[src/rtl/rc_receiver.sv]
// RC servo/PWM pulse-width decoder: measures the high time of each pulse on an
// asynchronous input and reports validated widths, lock status and errors.
module rc_receiver #(
  parameter logic [11:0] MIN_PULSE      = 12'd800,
  parameter logic [11:0] MAX_PULSE      = 12'd2200,
  parameter logic [15:0] TIMEOUT_CYCLES = 16'd25_000,
  parameter logic [3:0]  LOCK_PULSES    = 4'd3,
  parameter logic [2:0]  SETTLE_CYCLES  = 3'd4
) (
  input  logic        clk,
  input  logic        rst_n,
  input  logic        rc_in,
  output logic [11:0] pulse_duration,
  output logic        pulse_valid,
  output logic        new_pulse,
  output logic        signal_lost,
  output logic [7:0]  err_cnt
);

  localparam logic [1:0] S_WAIT_LOW = 2'd0;
  localparam logic [1:0] S_LOW      = 2'd1;
  localparam logic [1:0] S_HIGH     = 2'd2;

  logic [1:0]  state;
  logic        rc_m, rc_s, rc_d;
  logic [11:0] hi_cnt;
  logic [15:0] per_cnt;
  logic [3:0]  good_cnt;
  logic [2:0]  settle_cnt;
  logic        rise;
  logic        lock_reached;
  logic [7:0]  err_next;

  assign rise         = rc_s & ~rc_d;
  assign lock_reached = ({1'b0, good_cnt} + 5'd1) >= {1'b0, LOCK_PULSES};
  assign err_next     = (err_cnt == 8'hFF) ? err_cnt : err_cnt + 8'd1;

  always_ff @(posedge clk) begin
    if (!rst_n) begin
      rc_m           <= 1'b0;
      rc_s           <= 1'b0;
      rc_d           <= 1'b0;
      state          <= S_WAIT_LOW;
      pulse_duration <= 12'd0;
      pulse_valid    <= 1'b0;
      new_pulse      <= 1'b0;
      signal_lost    <= 1'b1;
      err_cnt        <= 8'd0;
      hi_cnt         <= 12'd0;
      per_cnt        <= 16'd0;
      good_cnt       <= 4'd0;
      settle_cnt     <= 3'd0;
    end else begin
      rc_m      <= rc_in;
      rc_s      <= rc_m;
      rc_d      <= rc_s;
      new_pulse <= 1'b0;

      if (per_cnt != 16'hFFFF)
        per_cnt <= per_cnt + 16'd1;

      // Timeout is evaluated first so a same-cycle accept below overrides it.
      if (per_cnt == TIMEOUT_CYCLES) begin
        signal_lost <= 1'b1;
        pulse_valid <= 1'b0;
        good_cnt    <= 4'd0;
      end

      case (state)
        S_WAIT_LOW: begin
          if (rc_s) begin
            settle_cnt <= 3'd0;
          end else if (settle_cnt == SETTLE_CYCLES - 3'd1) begin
            state      <= S_LOW;
            settle_cnt <= 3'd0;
          end else begin
            settle_cnt <= settle_cnt + 3'd1;
          end
        end

        S_LOW: begin
          if (rise) begin
            state   <= S_HIGH;
            hi_cnt  <= 12'd1;
            per_cnt <= 16'd0;
          end
        end

        S_HIGH: begin
          if (rc_s) begin
            if (hi_cnt == MAX_PULSE) begin
              state       <= S_WAIT_LOW;
              err_cnt     <= err_next;
              good_cnt    <= 4'd0;
              pulse_valid <= 1'b0;
            end else begin
              hi_cnt <= hi_cnt + 12'd1;
            end
          end else begin
            state <= S_LOW;
            // hi_cnt can never exceed MAX_PULSE here, so only the lower bound needs testing.
            if (hi_cnt >= MIN_PULSE) begin
              pulse_duration <= hi_cnt;
              signal_lost    <= 1'b0;
              if (lock_reached) begin
                good_cnt    <= LOCK_PULSES;
                pulse_valid <= 1'b1;
                new_pulse   <= 1'b1;
              end else begin
                good_cnt <= good_cnt + 4'd1;
              end
            end else begin
              err_cnt     <= err_next;
              good_cnt    <= 4'd0;
              pulse_valid <= 1'b0;
            end
          end
        end

        default: state <= S_WAIT_LOW;
      endcase
    end
  end

endmodule

[config.mk]
export PLATFORM = sky130hd
export DESIGN_NAME = rc_receiver
export DESIGN_NICKNAME = d
export VERILOG_FILES = /design/src/rtl/rc_receiver.sv
export SDC_FILE = /design/constraint.sdc
export NUM_CORES = 1
export LEC_CHECK = 0
export ABC_AREA = 1
export BUFFER_PORTS_ARGS = -buffer_cell sky130_fd_sc_hd__buf_4
export CAP_MARGIN = 20
export CELL_PAD_IN_SITES_DETAIL_PLACEMENT = 1
export CELL_PAD_IN_SITES_GLOBAL_PLACEMENT = 1
export CORE_MARGIN = 3
export CORE_UTILIZATION = 40
export CTS_CLUSTER_DIAMETER = 40
export CTS_CLUSTER_SIZE = 25
export DETAILED_ROUTE_END_ITERATION = 12
export MAX_ROUTING_LAYER = met4
export PLACE_DENSITY_LB_ADDON = 0.1
export SYNTH_ARGS = -nofsm -noshare
export SYNTH_HDL_FRONTEND = slang
export SYNTH_SLANG_ARGS = --single-unit
[constraint.sdc]
create_clock -name clk -period 1.91 [get_ports clk]
set_input_delay 0.0955 -clock clk [delete_from_list [all_inputs] [get_ports clk]]
set_output_delay 0.0955 -clock clk [all_outputs]
set_load 0.05 [all_outputs]
==> out/metrics.csv <==
metric,value,unit
outcome,completed,
grt_antenna_before_repair,0,
grt_pass1_wl,15.0,mm
dieWidth,97.7,um
syn_area_per_cell,7.38,um2
rsz0062_at_grt,no,
cts-root-buf,clkbuf_8,
peakVddDrop,0.363,mV
num_vias,3050,
min_path_type,in -> reg,
grt_max_degree,22,
final_max_slew_viol_count,0,
cts_setup_buffers,0,
final_cells,599,
critPathMaxFanout,18,
yosysMostFrequentCell,nand2_1,
cts_made_buffers,9,
grt_pass1_vias,3181,
dr.max_layer_used,met4,
cts_tree,built,
p_leak,0.00156,uW
drt-initial-drc-count,51,
htree_levels,3,
placedCellCount,583,
combPwrFrac,3.6,%
timing.setup.tns,0,ns
drt-total-wl,8.87,mm
die-area,0.00954,mm2
overflow,0,
synth_flop_cell,dfxtp_1,
viasPerCell,5.09,
worst_pin_slew,0.319,ns
clock_latency,0.34,ns
drc,0,
criticalPathCategory,reg -> reg,
finalSetupViolCount,0,
core-area,0.00793,mm2
crit_path_end_kind,flip-flop,
synth-edff-count,0,
finalCritPeriodShare,91.0,%
switching_share,21.3,%
yosysUniqueCellTypes,39,
ctsLongestPathBuffers,2,
grt_usage,19.7,%
num_antenna_cells,0,
gp_congestion,0.828,
cp.arrival,1.97,ns
slew_headroom,78.7,%
async_flop_share,0,%
area_delta_synth_final,16.7,%
cap_violations,0,
startpoint_type,flip-flop,
ys_seq_area_share,37.5,%
dr_wl_met2,4.14,mm
power.switching,595,uW
n_fill_cell,1034,
power.density,712,mW/mm2
synthesis.area,0.00336,mm2
yosys.area.top_type_share,37.5,%
ant_nets,0,
synth_common_cells,"nand2_1, nor2_1, dfxtp_1",
port_buffers,25,
synth_top_cell_by_area,dfxtp_1,
start_util,42.4,%
netlist_instances,456,
synth_nets,467,
finalHoldViolCount,0,
crit_required,2.14,ns
skew,0.00451,ns
io_pins,26,
die_h,97.7,um
wl_met3,227,um
ys_top_cells_by_area,"dfxtp_1, nand2_1, nor2_1",
p_int,2200,uW
hpwl,6.67,mm
ys_ff_latch,63,
fin_nets,504,
pwr-share-seq,48.2,%
clkSlewWorstSetupHoldPaths,0.07,ns
drt-wirelength-per-cell,14.8,um
yosysWarnings,0,
drt-met1-wl,4.36,mm
rows,32,
p_clk_share,48.2,%
drt_first_pass_iters,4,
max_freq,575,MHz
cts.sinks,63,
period_minus_slack,1.74,ns
drive_above_1_share,22.7,%
final cells by class:
| class | instances | area [um2] | area share (%) |
|---|---|---|---|
| Clock buffer | 12 | 165 | 4.21 |
| Clock inverter | 3 | 65.1 | 1.66 |
| Inverter | 53 | 201 | 5.13 |
| Multi-Input combinational cell | 331 | 1840 | 46.9 |
| Sequential cell | 63 | 1260 | 32.1 |
| Tap cell | 102 | 128 | 3.25 |
| Timing Repair Buffer | 35 | 265 | 6.76 |
flip-flops by register name, indices dropped and copies added (netlist names), 2 cells and up:
signal / cells
hi_cnt: 12
per_cnt: 16
err_cnt: 8
state: 2
pulse_duration: 12
settle_cnt: 3
good_cnt: 4
through the flow:
stage               cell area (um2)  hold slack, ns  total power [uW]  setup WS (ns)  util, %
global placement               3680           0.283              1470          0.256     46.4
CTS                            3920          0.0565              2830          0.190     49.5
finish                         3930          0.0745              2790          0.172     49.5
floorplan                      3360           0.193              1440          0.151        -
detailed placement             3680           0.294              1480          0.203     46.4
global route                   3930          0.0714              2900         0.0222     49.5
power groups by stage:
stage               clock, uW  combinational (uW)  sequential [uW]
floorplan                   0                68.4             1370
global route             1440                 116             1350
global placement            0                94.6             1370
detailed placement          0                 101             1380
CTS                      1380                 103             1350
finish                   1350                 101             1350
worst max-delay path: stages, from the launching register on:
cell and delay [ns]:
dfxtp_1 0.48, inv_1 0.11, ha_1 0.22, inv_1 0.06
nor2_1 0.05, nand3_2 0.09, nand3_4 0.13, nand2_4 0.25
inv_1 0.09, nor2_1 0.10, nor2_1 0.05
per-layer routing:
| layer | track usage (%) | up-vias |
|---|---|---|
| met5 | - | - |
| met2 | 32.6 | 44 |
| met3 | 3.16 | 15 |
| met1 | 24.1 | 1451 |
| met4 | 7.56 | 0 |
| li1 | - | 1540 |
kinds of logic (layout without fill, tap and decap cells):
kind of cell | Yosys count | after routing | share of synthesized area (%)
AOI/OAI and AO/OA | 70 | 70 | 13.2
xor gates and xnor gates | 19 | 19 | 4.95
adders and majority gates | 8 | 8 | 2.98
buffers and inverters | 62 | 103 | 7.89
DFF | 63 | 63 | 37.5
and+or+nand+nor | 234 | 234 | 33.5
worst paths after layout:
path,depth (start not counted),endpoint,slack [ns],startpoint
max reg2reg,10,hi_cnt[0],0.17,hi_cnt[0]
max,10,hi_cnt[0],0.17,hi_cnt[0]
min,2,signal_lost,0.07,rst_n
min reg2reg,2,rc_s,0.42,rc_m
repair_timing:
item / in CTS / in global routing
hold buffers: 1 / 0
hold endpoints to repair: 1 / 0
resized for setup: 0 / 1
setup endpoints to repair: 0 / 1
placed cells by master, fill, tap and decap left out, types with 3 or more instances in the layout:
master	n
inv_1	42
nand3_1	39
buf_4	34
inv_2	9
clkbuf_8	12
o21ai_0	14
nor2_1	64
nand2_1	80
xnor2_1	5
a21oi_2	19
nand2_2	16
nor3_1	7
o21ai_1	7
xor2_1	14
nand4_1	8
ha_1	7
nor2_2	3
nor2_4	3
nand2_4	4
a21oi_1	25
dfxtp_1	63
Note: power is estimated with default switching activity, not from simulation.
